==> src/rtl/transpose_ctrl.sv <==
// Matrix transpose controller: loads ROW_IN rows of COL_IN elements, then drains COL_IN rows of ROW_IN elements.
// Optional feature macro TRANSPOSE_CTRL_DONE_PULSE_EN adds a one-cycle 'done' pulse after the final output row.
module transpose_ctrl #(
    parameter int DATA_WIDTH = 16,
    parameter int ROW_IN     = 4,
    parameter int COL_IN     = 8
) (
    input  logic                         clk,
    input  logic                         rst,
    input  logic                         in_valid,
    output logic                         in_ready,
    input  logic [COL_IN*DATA_WIDTH-1:0] in_row,
    output logic                         out_valid,
    input  logic                         out_ready,
    output logic [ROW_IN*DATA_WIDTH-1:0] out_row,
    output logic                         out_last,
    output logic                         busy
`ifdef TRANSPOSE_CTRL_DONE_PULSE_EN
    ,
    output logic                         done
`endif
);

    localparam int RW = (ROW_IN > 1) ? $clog2(ROW_IN) : 1;
    localparam int CW = (COL_IN > 1) ? $clog2(COL_IN) : 1;

    typedef enum logic {S_LOAD, S_DRAIN} state_t;

    state_t                r_state;
    logic [RW-1:0]         r_row_cnt;
    logic [CW-1:0]         r_col_cnt;
    logic                  r_in_ready;
    logic                  r_out_valid;
    logic                  r_out_last;
    logic                  r_busy;
    logic                  r_done;
    logic [DATA_WIDTH-1:0] r_tile [ROW_IN][COL_IN];

    logic                  w_accept;
    logic                  w_xfer;

    assign w_accept = in_valid && r_in_ready;
    assign w_xfer   = r_out_valid && out_ready;

    always_ff @(posedge clk or posedge rst) begin
        if (rst) begin
            r_state     <= S_LOAD;
            r_row_cnt   <= '0;
            r_col_cnt   <= '0;
            r_in_ready  <= 1'b1;
            r_out_valid <= 1'b0;
            r_out_last  <= 1'b0;
            r_busy      <= 1'b0;
            r_done      <= 1'b0;
        end else begin
            r_done <= 1'b0;
            case (r_state)
                S_LOAD: begin
                    if (w_accept) begin
                        r_busy <= 1'b1;
                        if (r_row_cnt == RW'(ROW_IN - 1)) begin
                            r_state     <= S_DRAIN;
                            r_row_cnt   <= '0;
                            r_col_cnt   <= '0;
                            r_in_ready  <= 1'b0;
                            r_out_valid <= 1'b1;
                            r_out_last  <= (COL_IN == 1);
                        end else begin
                            r_row_cnt <= r_row_cnt + RW'(1);
                        end
                    end
                end
                S_DRAIN: begin
                    if (w_xfer) begin
                        if (r_col_cnt == CW'(COL_IN - 1)) begin
                            r_state     <= S_LOAD;
                            r_col_cnt   <= '0;
                            r_in_ready  <= 1'b1;
                            r_out_valid <= 1'b0;
                            r_out_last  <= 1'b0;
                            r_busy      <= 1'b0;
                            r_done      <= 1'b1;
                        end else begin
                            r_col_cnt  <= r_col_cnt + CW'(1);
                            r_out_last <= (r_col_cnt == CW'(COL_IN - 2));
                        end
                    end
                end
                default: r_state <= S_LOAD;
            endcase
        end
    end

    // Tile storage carries data only, so it is deliberately left out of reset.
    always_ff @(posedge clk) begin
        if (w_accept) begin
            for (int j = 0; j < COL_IN; j++) begin
                r_tile[r_row_cnt][j] <= in_row[DATA_WIDTH*j +: DATA_WIDTH];
            end
        end
    end

    always_comb begin
        out_row = '0;
        for (int i = 0; i < ROW_IN; i++) begin
            out_row[DATA_WIDTH*i +: DATA_WIDTH] = r_out_valid ? r_tile[i][r_col_cnt] : '0;
        end
    end

    assign in_ready  = r_in_ready;
    assign out_valid = r_out_valid;
    assign out_last  = r_out_last;
    assign busy      = r_busy;

`ifdef TRANSPOSE_CTRL_DONE_PULSE_EN
    assign done = r_done;
`else
    logic w_unused_done;
    assign w_unused_done = r_done;
`endif

endmodule

==> config.mk <==
export PLATFORM = sky130hd
export DESIGN_NAME = transpose_ctrl
export DESIGN_NICKNAME = d
export VERILOG_FILES = /design/src/rtl/transpose_ctrl.sv
export SDC_FILE = /design/constraint.sdc
export NUM_CORES = 1
export LEC_CHECK = 0
export BUFFER_PORTS_ARGS = -buffer_cell sky130_fd_sc_hd__buf_2
export CAP_MARGIN = 15
export CORE_AREA = 5 5 257 259
export DETAILED_ROUTE_END_ITERATION = 10
export DIE_AREA = 0 0 262 264
export GPL_TIMING_DRIVEN = 0
export PLACE_DENSITY = 0.58
export SYNTH_ARGS = -nofsm -noshare
export SYNTH_HDL_FRONTEND = slang
export SYNTH_SLANG_ARGS = --single-unit
==> constraint.sdc <==
create_clock -name clk -period 5.8 [get_ports clk]
set_input_delay 0.29 -clock clk [delete_from_list [all_inputs] [get_ports clk]]
set_output_delay 0.29 -clock clk [all_outputs]
set_load 0.05 [all_outputs]
==> impl_results.md, run 1 <==
* Area taken by flip-flops and latches at 15,600 um^2
* Mux contribution to synthesized area at 14.6%
* CP max FO at 10
* Final hold violations at 0
* Post-synthesis average cell area at 19.8 um^2
* Area of the core at 63,600 um^2
* Fmax achieved at 270 MHz
* Largest family of logic cells by synthesized area: multiplexers
* Reg2Reg Depth at 3
* Worst Hold Path Cells at 3
* CTS buffer count at 50
* Clock transition at path regs at around 0.06 ns
* Largest net degree at the start of global routing at 69
* Hold Startpoint: out_ready
* Final WL at between 50 and 60 mm
* Xor and xnor area share after synthesis at 0%
* CTS tree: built
* Hold EP: in_ready
* EDFF count, synth at 512
* Average routed wire per standard cell at 25.9 um
* Yosys reg bits at 522
* Post-route ant nets at 0
* Adder-cell area share of the yosys netlist at less than 1%
* Clock skew at 0.0166 ns
* Clock Sink Count at 522
* Starting Density at 31.6%
* Die area at around 70,000 um^2
* Synth warn at 0
* DR DRC count at 0
* Layout cell share with drive strength beyond 1 at about a third
* Detail Route met2 WL at ~29 mm
* GPL Wtd Cong at a little under 0.8
* Fill cells at just under 6,000
* Sequential-to-total area share from yosys stat at 77.7%
* Pins Over Slew Limit at 0
* Clock root buffer: clkbuf_16
* Met1 WL at 24.6 mm
* R2R setup slack at roughly 3.2 ns
* Via density at slightly below 5
* Area taken by multi-input logic gates at 4190 um^2
* Die W at 262 um
* Maximum clock path buffer count at 3
* Port Buffers at 198
* Hold Path Class: in2reg
* Synthesized area at 20,100 um^2
* Max layer used: met5
* Measured slew at the worst slew-check pin at 1.22 ns
* Commonest non-fill, non-tap cells in the layout: edfxtp_1 (512), buf_2 (219), mux2_2 (133)
* Layout area overhead at 25.8%
* H-tree levels at 2
* Worst-skew pair later-pin latency at 0.57 ns
* Inst Count DP at ~2,100
* Grt total ovfl at 0
* # setup viols final at 0
* Mapped Cells at 1,017
* Power per cell area at between 200 and 300 nW/um^2
* DR WL met3 at roughly 4.3 mm
* Io pins at 200
* Most common cell after layout, fill and taps aside: edfxtp_1
* Hpwl dp at 39.9 mm
* Final #Nets at 1,545
* Initial antenna violation count at 14
* Synth Area in Simple Gates at 1.74%
* Worst IR drop on VDD at 0.000231 V
* Non-Filler Instances at between 2,000 and 2,500
* Setup CP Type: reg2out
* Die Ht at about 260 um
* FF-to-FF Start: in_ready
* 1st-iter DRT viols at around 1,100
* Asr flop ratio synth at 1.92%
* First-pass GRT wire length at between 80 and 90 mm
* Status: complete, no violations
* GRT Util Overall at 16.9%
* Max Cap Viol at 0
* Rows at 93
* CP endpoint kind: output port
* P_leak at 8.34 nW
* Fin util at 39.8%
* Unrepaired setup endpoints after global routing: no
* RR Endpoint: r_tile[0][18]
* Critical path launch point type: register
* Final Cycle Share at between 60 and 70%
* Syn_nets at 1,158
* Slew headroom at 18.8%
* Post-route minimum period at 3.70 ns
* Ys flop type: edfxtp_1
* WP data required at roughly 5.5 ns
* Compound-gate portion of the synthesized area at 3.83%
* Vias in the first global route at between 10,000 and 15,000
* Vias post-DR at roughly 11,000
* Arr. time, crit path at around 3.4 ns
* First-pass DRT Iterations at 5
* Post-synth cell types at 25
## Yosys cell counts, types with 2 or more instances
library cell | n | area [um^2]
inv_1 | 6 | 22.5
buf_6 | 4 | 45.0
buf_4 | 3 | 22.5
nand2_1 | 6 | 22.5
mux2_2 | 133 | 1500
o21ai_0 | 69 | 345
o22ai_1 | 64 | 400
dfrtp_1 | 9 | 225
nand2b_1 | 2 | 12.5
mux4_2 | 64 | 1440
nand3_1 | 3 | 15.0
buf_1 | 8 | 30.0
ha_1 | 9 | 113
edfxtp_1 | 512 | 15400
a21oi_1 | 2 | 10.0
buf_2 | 21 | 105
and3_1 | 4 | 25.0
clkbuf_1 | 24 | 90.1
nor2_1 | 68 | 255
## per-layer routing
metal  vias up  GRT usage [%]
met5         -              0
met4         6           5.16
met3        94           3.46
met2       445           27.8
met1      5810           22.9
li1       4903              -
## stage by stage
step	TNS (ns)	hold WS [ns]	instance area, um^2	total power, W	setup WS (ns)
floorplan	0	0.129	20100	0.00422	1.19
global placement	-38.11	0.292	22200	0.00431	-0.338
detailed placement	0	0.303	22400	0.00431	2.64
CTS	0	0.00227	25300	0.00752	2.02
global route	0	0.0314	25300	0.00768	1.96
finish	0	0.0290	25300	0.00746	2.10
## power by group
group | switching (W) | internal (W) | leakage, nW
combinational | 0.0000831 | 0.0000893 | 2.85
sequential | 0 | 0.00414 | 4.73
clock | 0.00136 | 0.00179 | 0.771
## critical path: stages (launching register included)
cell and delay [ns]:
dfrtp_1 0.44, nand2b_1 0.13, clkbuf_1 0.51, buf_1 0.93, o22ai_1 0.20, nor2_1 0.30
buf_2 0.32
## registers in the layout, summed over array words and instances, names as in the netlist
name	count
r_tile	512
out_last	1
r_col_cnt	3
in_ready	1
busy	1
r_row_cnt	2
r_state	1
out_valid	1
## layout make-up
class | count | share of cell area [%]
Sequential cell | 522 | 61.7
Multi-Input combinational cell | 429 | 16.6
Timing Repair Buffer | 335 | 9.89
Clock buffer | 60 | 5.34
Tap cell | 855 | 4.23
Buffer | 60 | 1.16
Clock inverter | 32 | 0.885
Antenna cell | 10 | 0.0989
Inverter | 6 | 0.0890
## timing repair
action                                 in CTS  in global routing
hold buffers                              129                  0
buffers inserted                            0                  0
gates resized for setup                     0                  0
endpoints found under the hold margin     521                  0
## worst max path at each step
stage                            start     endpoint  slack, ns  cells past startpoint
final                     r_col_cnt[2]  out_row[55]       2.10                      6
after global routing      r_col_cnt[2]  out_row[55]       1.96                      6
after CTS                 r_col_cnt[2]  out_row[55]       2.02                      6
after detailed placement  r_col_cnt[2]  out_row[55]       2.64                      6
after global placement        in_ready      r_state      -0.34                      3
after floorplan               in_ready      r_state       1.19                      3
## cells by family (layout without fill, tap and decap cells)
group,count (synthesis),in the layout
buf+inv,66,493
fa+ha+maj,9,9
flops,522,522
simple gates,86,86
other cells,0,10
mux,197,197
compound gates,137,137
(Power assumes the default switching activity.)
==> run 2: changes to the inputs <==
==> constraint.sdc (replaced) <==
create_clock -name clk -period 3.6 [get_ports clk]
set_input_delay 0.18 -clock clk [delete_from_list [all_inputs] [get_ports clk]]
set_output_delay 0.18 -clock clk [all_outputs]
set_load 0.05 [all_outputs]
==> run 2 against run 1 <==
Compared with the run above:
- power is 63% higher
- clock skew is 0.0028 ns higher
- combinational power is 61% higher
==> impl_results.md, run 2 (synthesized netlist as in run 1, its figures left out) <==
* 1st-iter DRT viols at 971
* Commonest non-fill, non-tap cells in the layout: edfxtp_1 (512), buf_2 (219), mux2_2 (133)
* Unrepaired setup endpoints after global routing: no
* CP endpoint kind: output port
* Layout area overhead at 26.0%
* Final worst setup slack at 0.0400 ns
* Initial antenna violation count at 12
* Slew headroom at a little under a third
* R2R setup slack at 1.02 ns
* Power per cell area at 479 nW/um^2
* Worst-skew pair later-pin latency at 0.58 ns
* Die area at 69,200 um^2
* Fin util at ~40%
* Max Cap Viol at 0
* Vias post-DR at 11,400
* Final hold violations at 0
* H-tree levels at 2
* Setup slack at placement at between 0.6 and 0.7 ns
* CP max FO at 10
* Layout cell share with drive strength beyond 1 at a little over a third
* Status: complete, no violations
* Post-DP Area at 22,400 um^2
* Fmax achieved at 281 MHz
* Rows at 93
* CTS buffer count at slightly above 50
* Final WL at ~60 mm
* Setup TNS at 0 ns
* Vias in the first global route at ~12,000
* Clock root buffer: clkbuf_16
* Post-route ant nets at 0
* Area of the core at 63,600 um^2
* Max reg flops at a little over 500
* Final Cell Area at 25,300 um^2
* Post-CTS setup buffers at 0
* GPL Wtd Cong at 0.793
* Worst IR drop on VDD at 0.000302 V
* RR Endpoint: r_tile[0][8]
* First-pass DRT Iterations at 5
* Reg2Reg Depth at 3
* # setup viols final at 0
* Port Buffers at a little under 200
* Maximum clock path buffer count at 3
* Final #Nets at 1,548
* WP data required at 3.42 ns
* First-pass GRT wire length at 84.4 mm
* Die W at 262 um
* Final Cycle Share at 98.9%
* Clock skew at around 0.019 ns
* Setup CP Type: reg2out
* DR DRC count at 0
* Hpwl dp at between 30 and 40 mm
* CTS tree: built
* Pins Over Slew Limit at 0
* Post-route minimum period at 3.56 ns
* Largest net degree at the start of global routing at 69
* Most common cell after layout, fill and taps aside: edfxtp_1
* Die Ht at 264 um
* Hold Startpoint: in_valid
* Measured slew at the worst slew-check pin at 1.05 ns
* Arr. time, crit path at 3.38 ns
* Hold Path Class: in2reg
* Grt total ovfl at 0
* Worst Hold Path Cells at 4
* Average routed wire per standard cell at 25.9 um
* Starting Density at 31.6%
* FF-to-FF Start: in_ready
* Fill cells at between 5,000 and 6,000
* Clock Sink Count at 522
* Design Power at roughly 0.012 W
* P_leak at 8.37 nW
* Io pins at 200
* Via density at around 4.9
* GRT Util Overall at 16.9%
* Hold EP: in_ready
* Largest Register: r_tile
* Critical path launch point type: register
* Clock transition at path regs at 0.06 ns
* Largest registers: r_tile x512, r_col_cnt x3, r_row_cnt x2
run 2: cell type report:
cell class | count | area (um^2) | area share [%]
sequential | 522 | 15600 | 61.7
timing repair buffer | 337 | 2510 | 9.89
clock buffer | 63 | 1360 | 5.38
tap | 855 | 1070 | 4.22
multi-input combinational | 429 | 4190 | 16.5
buffer | 60 | 297 | 1.17
antenna | 8 | 20.0 | 0.0790
clock inverter | 31 | 245 | 0.968
inverter | 6 | 22.5 | 0.0889
run 2: timing repair:
item                                    in CTS  in global routing
resized for setup                            0                  6
endpoints found under the setup margin       0                  8
hold buffers                               130                  0
endpoints found under the hold margin      527                  0
run 2: worst max-delay path, cell delays in order, from the launching register on:
cell      delay (ns)
dfrtp_1         0.44
inv_1           0.10
clkbuf_1        0.49
clkbuf_1        0.83
o22ai_1         0.29
nor2_1          0.31
buf_2           0.33
run 2: metal layers:
| layer | up-vias | wire length, um | track usage (%) | part of all wire (%) |
|---|---|---|---|---|
| li1 | 4915 | - | - | - |
| met1 | 5917 | 25300 | 23.1 | 42 |
| met2 | 432 | 29200 | 28.0 | 49 |
| met3 | 94 | 3660 | 3.06 | 6.1 |
| met4 | 8 | 1600 | 4.35 | 2.7 |
| met5 | - | 46 | 0 | 0.077 |
run 2: worst max path at each step:
stage | to | from
after detailed placement | out_row[54] | r_col_cnt[2]
after global placement | r_state | in_ready
after global routing | out_row[5] | r_col_cnt[2]
after floorplan | r_state | in_ready
after CTS | out_row[54] | r_col_cnt[2]
final | out_row[6] | r_col_cnt[2]
run 2: metrics by stage:
stage,instances,hold WS (ns)
after floorplan,1017,0.0195
after global placement,2070,0.186
after detailed placement,2078,0.192
after CTS,2302,0.0433
after global routing,2310,0.124
final,2311,0.0693
run 2: power breakdown:
part,switching (W),leakage [nW],internal (W)
combinational,0.000133,2.86,0.000145
clock,0.00222,0.791,0.00297
sequential,0,4.73,0.00667
total,0.00235,8.37,0.00978
==> run 3: changes to the inputs <==
--- a/config.mk
+++ b/config.mk
@@ -7,9 +7,9 @@
 export LEC_CHECK = 0
 export BUFFER_PORTS_ARGS = -buffer_cell sky130_fd_sc_hd__buf_2
 export CAP_MARGIN = 15
-export CORE_AREA = 5 5 257 259
+export CORE_AREA = 5 5 231 289
 export DETAILED_ROUTE_END_ITERATION = 10
-export DIE_AREA = 0 0 262 264
+export DIE_AREA = 0 0 236 294
 export GPL_TIMING_DRIVEN = 0
 export PLACE_DENSITY = 0.58
 export SYNTH_ARGS = -nofsm -noshare
==> run 3 against run 2 <==
Compared with the run above:
- non-clock buffer count did not move
- count of clock-buffer cells in the layout fell by 10
- clock power fell by 3%
- register-to-register slack got worse by 0.03 ns
- first-iteration DRC count rose by 10%
- maximum frequency rose by 1.4%
- via count fell by 0.49%
- cell area fell by 0.33%
- flip-flop and latch count did not move
- critical path type unchanged
- largest cell class unchanged
- largest power group unchanged
- highest routed layer unchanged
==> impl_results.md, run 3 (synthesized netlist as in run 1, its figures left out) <==
* # setup viols final at 0
* First-pass DRT Iterations at 5
* Post-CTS setup buffers at 0
* Max reg flops at 512
* Crit path buf inv count at 3
* Worst-skew pair later-pin latency at 0.57 ns
* Die area at 69,400 um^2
* Starting Density at about a third
* Critical path's slowest cell: buf_1
* Maximum clock path buffer count at 3
* Hpwl dp at about 41 mm
* Final #Nets at 1,544
* Final hold violations at 0
* Hold Path Class: in2reg
* First-pass GRT wire length at between 80 and 90 mm
* Commonest non-fill, non-tap cells in the layout: edfxtp_1 (512), buf_2 (220), mux2_2 (133)
* Die W at 236 um
* GRT Util Overall at 16.8%
* Non-Filler Instances at 2,294
* Slew headroom at 15.0%
* Design Power at 0.0120 W
* Vias in the first global route at 11,800
* Grt total ovfl at 0
* Post-route minimum period at 3.51 ns
* Inst Count DP at 2,072
* DR DRC count at 0
* Final Cycle Share at 97.5%
* Clock Sink Count at ~520
* Largest registers: r_tile x512, r_col_cnt x3, r_row_cnt x2
* Die Ht at 294 um
* Status: complete, no violations
* CTS tree: built
* Clock transition at path regs at roughly 0.07 ns
* Clock root buffer: clkbuf_16
* CP endpoint kind: output port
* Clock skew at 0.0210 ns
* 1st-iter DRT viols at around 1,100
* Sequential power share at 55.6%
* Port Buffers at 198
* Max Cap Viol at 0
* Clock Power Share at 42.1%
* Fmax achieved at 285 MHz
* GPL Wtd Cong at 0.805
* Layout cell share with drive strength beyond 1 at 35.5%
* Most common cell after layout, fill and taps aside: edfxtp_1
* Unrepaired setup endpoints after global routing: no
* Layout area overhead at 25.6%
* Comb power frac at 2.3%
* Setup CP Type: reg2out
* R2R setup slack at 0.99 ns
* Final WL at around 60 mm
* CTS buffer count at 47
* CP peak stage delay at 0.99 ns
* Pins Over Slew Limit at 0
* Vias post-DR at 11,300
* P_leak at 8.35 nW
* Critical path launch point type: register
* Post-DP Area at 22,400 um^2
* Initial antenna violation count at 5
* CP max FO at 10
* Cell Int Power at 0.00963 W
* Largest net degree at the start of global routing at 70
* WP data required at 3.42 ns
* Worst IR drop on VDD at 0.000322 V
* Arr. time, crit path at around 3.3 ns
* H-tree levels at 2
* Measured slew at the worst slew-check pin at 1.28 ns
* Cells along the critical path: nand2b_1, clkbuf_1, buf_1, o22ai_1, nor2_1, buf_2
* Via density at between 4 and 5
* Final Cell Area at approximately 25,000 um^2
* Final worst setup slack at 0.0902 ns
* Setup slack at placement at 0.699 ns
* Average routed wire per standard cell at 26.1 um
* Post-route ant nets at 0
* Power per cell area at approximately 470 nW/um^2
* Switching share of power at 19.6%
* Largest Register: r_tile
* Largest delay share family, worst path: buffers and inverters
* Io pins at 200
* Area of the core at 63,900 um^2
* Rows at between 100 and 150
* P_sw at 0.00235 W
-- run 3: cell types whose count changed in the layout (fill, tap and decap cells not counted), sizes merged --
cell      previous run  this run
clkinvlp             2         1
inv                  6         9
diode                8         4
buf                240       243
clkbuf              90        77
bufinv               4         5
clkinv              25        26
-- run 3: power by group through the flow --
stage,combinational (W),sequential [W],clock [W]
after floorplan,0.00000284,0.00680,0
after global placement,0.000144,0.00679,0
after detailed placement,0.000152,0.00679,0
after CTS,0.000280,0.00666,0.00513
after global routing,0.000296,0.00666,0.00539
final,0.000276,0.00666,0.00504
-- run 3: metal layers --
metal  vias to the layer above  global-route usage [%]  share of wire (%)
li1                       4893                       -                  -
met1                      5845                    21.6                 40
met2                       460                    29.1                 50
met3                       110                    2.70                6.1
met4                         2                    5.86                3.7
met5                         -                       0              0.012
-- run 3: final cells by class --
| class | instances | area (um^2) |
|---|---|---|
| clock inverter | 35 | 325 |
| multi-input combinational | 429 | 4190 |
| sequential | 522 | 15600 |
| inverter | 6 | 22.5 |
| clock buffer | 53 | 1220 |
| fill | 5825 | 38600 |
| antenna | 4 | 10.0 |
| buffer | 60 | 297 |
| tap | 848 | 1060 |
| timing repair buffer | 337 | 2510 |
-- run 3: worst register-to-register path, cell delays in order (launching register included) --
cell	delay (ns)
dfstp_2	0.53
clkbuf_1	0.33
and3_4	0.89
buf_16	0.41
-- run 3: worst paths after layout --
| path | start | to | cells past startpoint |
|---|---|---|---|
| worst max register to register | in_ready | r_tile[2][88] | 3 |
| max in group asynchronous | rst | in_ready | 3 |
| worst max-delay path | r_col_cnt[2] | out_row[28] | 6 |
| worst min register to register | out_last | out_last | 1 |
| min in group asynchronous | rst | out_last | 3 |
| worst min-delay path | in_valid | busy | 3 |
-- run 3: repair_timing --
action,CTS,global route
endpoints found under the hold margin,527,0
endpoints found under the setup margin,0,2
resized for setup,0,6
hold buffers,130,0
-- run 3: stage by stage --
stage               hold WS [ns]  setup TNS (ns)  utilization (%)
global placement           0.199          -25.10             34.7
floorplan                 0.0195               0                -
finish                    0.0768               0             39.5
detailed placement         0.197               0             35.1
global route              0.0769               0             39.5
CTS                       0.0519               0             39.5
